File: src/rtl/instruction_fetch.sv
// ============================================================================
// instruction_fetch
//
// Purpose:
//   Fetch unit between the PC/branch logic and the decoder. It owns the
//   program counter, drives the word address of a registered-read instruction
//   memory (one cycle of read latency), and turns the returning data into a
//   valid/ready instruction stream. Up to two fetches run ahead of the
//   decoder. Returned words land in a 2-entry response buffer, and a credit
//   check stops issue before that buffer can overflow. A single-cycle
//   redirect flushes everything and restarts fetch at a new address.
//
// Parameters:
//   ADDR_WIDTH  width of the memory word address and of every PC value
//   DATA_WIDTH  instruction width
//   RESET_PC    fetch address loaded by reset
//
// Ports:
//   i_clk            rising-edge clock
//   i_rst            synchronous, active-high reset
//   o_imem_addr      word address to instruction_memory.addr (registered)
//   i_imem_instruct  instruction_memory.instruct; holds mem[addr of prev edge]
//   o_instr          head instruction (registered)
//   o_instr_pc       address of o_instr (registered)
//   o_instr_valid    o_instr / o_instr_pc are valid
//   i_instr_ready    decoder accepts; handshake when valid && ready at an edge
//   i_redirect       single-cycle pulse: restart fetch at i_redirect_pc
//   i_redirect_pc    new fetch address, sampled while i_redirect is high
//   o_stall_cycles   count of edges with valid && !ready, saturating
//                    (present only when IFETCH_STALL_CNT_EN is defined)
//
// Configuration macro:
//   IFETCH_STALL_CNT_EN  adds the o_stall_cycles port and its counter.
//                        Without it the port and counter are absent and all
//                        other behaviour is identical.
// ============================================================================
module instruction_fetch #(
  parameter int                    ADDR_WIDTH = 16,
  parameter int                    DATA_WIDTH = 16,
  parameter logic [ADDR_WIDTH-1:0] RESET_PC   = '0
) (
  input  logic                  i_clk,
  input  logic                  i_rst,
  output logic [ADDR_WIDTH-1:0] o_imem_addr,
  input  logic [DATA_WIDTH-1:0] i_imem_instruct,
  output logic [DATA_WIDTH-1:0] o_instr,
  output logic [ADDR_WIDTH-1:0] o_instr_pc,
  output logic                  o_instr_valid,
  input  logic                  i_instr_ready,
  input  logic                  i_redirect,
  input  logic [ADDR_WIDTH-1:0] i_redirect_pc
`ifdef IFETCH_STALL_CNT_EN
  ,
  output logic [31:0]           o_stall_cycles
`endif
);

  // --------------------------------------------------------------------------
  // State registers
  // --------------------------------------------------------------------------
  logic [ADDR_WIDTH-1:0] r_fetch_pc;
  logic                  r_req_valid;
  logic [ADDR_WIDTH-1:0] r_req_pc;
  logic [DATA_WIDTH-1:0] r_buf_instr [2];
  logic [ADDR_WIDTH-1:0] r_buf_pc    [2];
  logic [1:0]            r_count;

  // Next-state values
  logic [ADDR_WIDTH-1:0] w_fetch_pc_nxt;
  logic                  w_req_valid_nxt;
  logic [ADDR_WIDTH-1:0] w_req_pc_nxt;
  logic [DATA_WIDTH-1:0] w_buf_instr_nxt [2];
  logic [ADDR_WIDTH-1:0] w_buf_pc_nxt    [2];
  logic [1:0]            w_count_nxt;

  // Per-edge events
  logic       w_pop;
  logic       w_push;
  logic [2:0] w_credit;
  logic       w_issue;

  // --------------------------------------------------------------------------
  // Handshake, push and issue decisions.
  // Buffer entry 0 is always the head; the buffer shifts toward entry 0 on a
  // pop. w_credit is the number of slots that would still be claimed after
  // this edge (buffered words + the word in flight - the word leaving). A new
  // fetch is only started while fewer than two slots are claimed, so the
  // response it produces next cycle always has a free slot to land in.
  // --------------------------------------------------------------------------
  always_comb begin
    w_pop    = (r_count != 2'd0) && i_instr_ready;
    w_push   = r_req_valid;
    w_credit = {1'b0, r_count} + {2'b00, r_req_valid} - {2'b00, w_pop};
    w_issue  = (w_credit < 3'd2);
  end

  // --------------------------------------------------------------------------
  // Next-state logic. Redirect outranks everything: the buffer is emptied,
  // the word in flight is dropped (it belongs to the old path) and fetch
  // restarts at the redirect target. A handshake at the same edge has already
  // consumed the head, so there is nothing further to do for it. Otherwise
  // the fetch side and the buffer side are updated independently.
  // --------------------------------------------------------------------------
  always_comb begin
    w_fetch_pc_nxt     = r_fetch_pc;
    w_req_valid_nxt    = 1'b0;
    w_req_pc_nxt       = r_req_pc;
    w_buf_instr_nxt[0] = r_buf_instr[0];
    w_buf_instr_nxt[1] = r_buf_instr[1];
    w_buf_pc_nxt[0]    = r_buf_pc[0];
    w_buf_pc_nxt[1]    = r_buf_pc[1];
    w_count_nxt        = r_count;

    if (i_redirect) begin
      w_fetch_pc_nxt  = i_redirect_pc;
      w_req_valid_nxt = 1'b0;
      w_count_nxt     = 2'd0;
    end else begin
      // Fetch side: the PC wraps naturally at the top of the address space.
      if (w_issue) begin
        w_req_pc_nxt    = r_fetch_pc;
        w_req_valid_nxt = 1'b1;
        w_fetch_pc_nxt  = r_fetch_pc + ADDR_WIDTH'(1);
      end

      // Buffer side.
      case ({w_push, w_pop})
        2'b01: begin
          w_buf_instr_nxt[0] = r_buf_instr[1];
          w_buf_pc_nxt[0]    = r_buf_pc[1];
          w_count_nxt        = r_count - 2'd1;
        end
        2'b10: begin
          if (r_count == 2'd0) begin
            w_buf_instr_nxt[0] = i_imem_instruct;
            w_buf_pc_nxt[0]    = r_req_pc;
          end else begin
            w_buf_instr_nxt[1] = i_imem_instruct;
            w_buf_pc_nxt[1]    = r_req_pc;
          end
          w_count_nxt = r_count + 2'd1;
        end
        2'b11: begin
          // Occupancy is unchanged; the new word goes behind whatever remains.
          if (r_count == 2'd1) begin
            w_buf_instr_nxt[0] = i_imem_instruct;
            w_buf_pc_nxt[0]    = r_req_pc;
          end else begin
            w_buf_instr_nxt[0] = r_buf_instr[1];
            w_buf_pc_nxt[0]    = r_buf_pc[1];
            w_buf_instr_nxt[1] = i_imem_instruct;
            w_buf_pc_nxt[1]    = r_req_pc;
          end
        end
        default: begin
        end
      endcase
    end
  end

  // --------------------------------------------------------------------------
  // State register. Reset clears the buffer contents as well, so the head
  // outputs read zero until the first instruction arrives.
  // --------------------------------------------------------------------------
  always_ff @(posedge i_clk) begin
    if (i_rst) begin
      r_fetch_pc     <= RESET_PC;
      r_req_valid    <= 1'b0;
      r_req_pc       <= '0;
      r_buf_instr[0] <= '0;
      r_buf_instr[1] <= '0;
      r_buf_pc[0]    <= '0;
      r_buf_pc[1]    <= '0;
      r_count        <= 2'd0;
    end else begin
      r_fetch_pc     <= w_fetch_pc_nxt;
      r_req_valid    <= w_req_valid_nxt;
      r_req_pc       <= w_req_pc_nxt;
      r_buf_instr[0] <= w_buf_instr_nxt[0];
      r_buf_instr[1] <= w_buf_instr_nxt[1];
      r_buf_pc[0]    <= w_buf_pc_nxt[0];
      r_buf_pc[1]    <= w_buf_pc_nxt[1];
      r_count        <= w_count_nxt;
    end
  end

  // --------------------------------------------------------------------------
  // Outputs come straight from registers.
  // --------------------------------------------------------------------------
  always_comb begin
    o_imem_addr   = r_fetch_pc;
    o_instr       = r_buf_instr[0];
    o_instr_pc    = r_buf_pc[0];
    o_instr_valid = (r_count != 2'd0);
  end

`ifdef IFETCH_STALL_CNT_EN
  // --------------------------------------------------------------------------
  // Stall counter: counts edges where the decoder holds off a valid head.
  // Only reset clears it; a redirect leaves it alone. It sticks at all-ones.
  // --------------------------------------------------------------------------
  logic [31:0] r_stall_cycles;

  always_ff @(posedge i_clk) begin
    if (i_rst) begin
      r_stall_cycles <= '0;
    end else if (o_instr_valid && !i_instr_ready && (r_stall_cycles != 32'hFFFF_FFFF)) begin
      r_stall_cycles <= r_stall_cycles + 32'd1;
    end
  end

  assign o_stall_cycles = r_stall_cycles;
`endif

endmodule

File: config.mk
export PLATFORM = sky130hd
export DESIGN_NAME = instruction_fetch
export DESIGN_NICKNAME = d
export VERILOG_FILES = /design/src/rtl/instruction_fetch.sv
export SDC_FILE = /design/constraint.sdc
export NUM_CORES = 1
export LEC_CHECK = 0
export ABC_CLOCK_PERIOD_IN_PS = 3200
export CORE_ASPECT_RATIO = 0.9
export CORE_UTILIZATION = 25
export CTS_CLUSTER_SIZE = 40
export DETAILED_ROUTE_END_ITERATION = 16
export GPL_ROUTABILITY_DRIVEN = 0
export HOLD_SLACK_MARGIN = 0.06
export PLACE_DENSITY = 0.48
export SKIP_CTS_REPAIR_TIMING = 1
export SLEW_MARGIN = 20
export SYNTH_ARGS = -nofsm -noshare
export SYNTH_HDL_FRONTEND = slang
export SYNTH_SLANG_ARGS = --single-unit
File: constraint.sdc
create_clock -name i_clk -period 3.2 [get_ports i_clk]
set_input_delay 0.32 -clock i_clk [delete_from_list [all_inputs] [get_ports i_clk]]
set_output_delay 0.32 -clock i_clk [all_outputs]
set_load 0.005 [all_outputs]
==> impl_metrics.yaml <==
outcome:
  outcome: "complete, no violations"
critical_path:
  crit_top_cell: "inv_1"
  cpMaxStageDelayCell: "fa_2"
  path_max_fanout: 7
  setup.worst_path.start_class: "flip-flop"
  max_stage_delay_ns: 0.56
  required_ns: 3.44
  cp_data_arrival_time_ns: 3.20
  path_class: "flip-flop to flip-flop"
  path_cells: "inv_1, ha_1, inv_1, nand3_1, a21boi_1, fa_2, nand4b_4, nor4b_4, mux2i_1, a311o_1"
  worst_setup_path_end_kind: "flip-flop"
  r2r_slack_ns: 0.24
grt:
  grt_util_met1_pct: 18.2
  grt.total_usage_pct: 13.2
  grt_util_met2_pct: 19.8
  grt_pass1_wl_um: 18500
  antenna_found_initial: 0
  grt_pass1_vias: 3469
  grtUsageMet3_pct: 4.12
  grt_max_degree: 52
  top_usage_layer: "met2"
  overflow: 0
layout:
  drive_gt1_share_pct: 8.94
  final_cell_area_mm2: 0.00565
  seqCellArea_mm2: 0.00198
  final_core_util_pct: 33.2
  multiInputGateArea_mm2: 0.00204
  insertedDiodeCount: 0
  area_delta_synth_final_pct: 28.8
  final_nets: 595
  fin_cells: 794
  n_fill_cell: 1755
detailed_routing:
  wl_per_cell_um: 14.3
  dr.pass1.iters: 4
  vias_per_cell: 4.64
  route.detailed.drc: 0
  drtAntennaViolNets: 0
  routed_wl_um: 11400
  num_vias: 3686
  dr.first_iter.drc_count: 234
clocking:
  clockBufferDepth: 2
  htree_levels: 3
  clk_pin_slew_ns: 0.07
  cts_tree: "built"
  numCtsBuffers: 9
  cts_sinks: 99
  cts_root_buffer: "clkbuf_16"
  clk_latency_ns: 0.35
placed_design:
  hpwlAfterDp_um: 7870
  placed_area_mm2: 0.00528
  portBuffers: 84
  place_inst: 778
die:
  die_x_um: 142
  coreArea_mm2: 0.0170
  start_util_pct: 25.8
  ioPinCount: 85
  row_count: 45
  dieArea_mm2: 0.0181
  dieHeight_um: 128
timing:
  fin_skew_ns: 0.00899
  tightest_slew_ns: 0.700
  hold_viol: 0
  fmax_mhz: 338
  rsz0062_at_grt: "false"
  slew_violations: 0
  finalCritPeriodShare_pct: 92.4
  fin_crit_ns: 2.96
  setup_viol: 0
  slew_headroom_pct: 53.1
  setup_tns_ns: 0
synth:
  syn_area_mm2: 0.00438
  synth-seq-cells: 99
  synthFlopType: "dfxtp_1"
  postSynthCellCount: 511
  yosysSeqAreaShare_pct: 45.2
  avgSynthCellArea_um2: 8.58
  ys_types: 52
  synth_edf_count: 0
  syn_nets: 552
  yosysWarnings: 0
  synthArstFlopShare_pct: 0
worst_hold_path:
  min_path_type: "flip-flop to flip-flop"
job:
  drv_cap: 0
power_and_ir_drop:
  pwr_density_cell_mw_per_mm2: 577
  vdd_drop_max_mv: 0.227
  p_leak_uw: 0.00195
logic make-up (layout without fill, tap and decap cells):
logic type	after synthesis	in the layout	share of synthesized area, %
adders and majority gates	5	5	1.60
AOI/OAI and AO/OA	93	93	14.8
and+or+nand+nor	211	211	22.4
DFF	99	99	45.2
xor gates and xnor gates	11	11	2.37
buffers and inverters	75	123	9.70
muxes	17	17	3.88
synth_stat cells, drive strengths merged, types with 3 or more instances:
cell    instances  area [µm²]
a211oi          7        52.6
a21oi          37         185
a221oi         32         280
a311oi          3        26.3
and4            3        26.3
buf            37         272
clkbuf         32         131
dfxtp          99        1980
ha              4        50.1
inv             5        18.8
mux2i          17         170
nand2          72         270
nand3           5        25.0
nand4           3        18.8
nor2           64         240
nor3           42         221
nor4            6        43.8
o21ai           4        20.0
xnor2           9        86.3
layout by cell type, fill, tap and decap left out, drive strengths merged, types with 7 or more instances in the layout:
| master | n |
|---|---|
| nor2 | 64 |
| clkbuf | 11 |
| nand2 | 72 |
| xnor2 | 9 |
| nor3 | 42 |
| dfxtp | 99 |
| buf | 18 |
| a221oi | 32 |
| mux2i | 17 |
| clkdlybuf4s50 | 83 |
| a21oi | 37 |
| a211oi | 7 |
metal layers:
metal,vias to the layer above,share of wire (%),routed length (µm)
li1,1862,-,-
met1,1714,50,5700
met2,101,43,4940
met3,9,5.4,614
met4,0,1.0,114
met5,-,0,0
state kept, by name (all words and copies together) (netlist names):
| signal | cells |
|---|---|
| r_req_valid | 1 |
| r_req_pc | 16 |
| r_buf_pc | 32 |
| r_count | 2 |
| o_imem_addr | 16 |
| r_buf_instr | 32 |
worst max-delay path, delay by kind of cell (launching register included):
family,cells,cell delay [ns]
compound gates,2,0.53
simple gates,3,0.73
fa+ha+maj,2,0.84
flops,1,0.39
buf+inv,2,0.23
mux,1,0.13
power breakdown:
group / total (µW) / switching [µW] / internal (µW)
Sequential: 1410 / 84.6 / 1320
Clock: 1190 / 465 / 724
Combinational: 661 / 326 / 335
Total: 3260 / 875 / 2380
worst paths after layout:
check                                        start                  to  cells past startpoint
worst min register to register  r_buf_instr[0][30]  r_buf_instr[0][30]                      2
worst min-delay path            r_buf_instr[0][30]  r_buf_instr[0][30]                      2
worst max register to register          r_count[1]     o_imem_addr[13]                     10
worst max-delay path                    r_count[1]     o_imem_addr[13]                     10
area by class of cell:
| type | instances | share of cell area, % |
|---|---|---|
| clock buffer | 11 | 4.48 |
| clock inverter | 5 | 1.33 |
| inverter | 6 | 0.399 |
| multi-input combinational | 337 | 36.1 |
| sequential | 99 | 35.1 |
| tap | 235 | 5.21 |
| timing repair buffer | 101 | 17.3 |
through the flow:
| step | setup WS [ns] | hold slack, ns | total power (µW) |
|---|---|---|---|
| 2_1_floorplan | 0.384 | 0.436 | 1850 |
| 5_1_grt | 0.0312 | 0.469 | 3440 |
| 3_5_place_dp | 0.0423 | 0.447 | 2100 |
| 4_1_cts | 0.0468 | 0.449 | 3300 |
| 3_3_place_gp | 0.152 | 0.442 | 2090 |
| 6_report | 0.243 | 0.455 | 3260 |
Note: power is estimated with default switching activity, not from simulation.
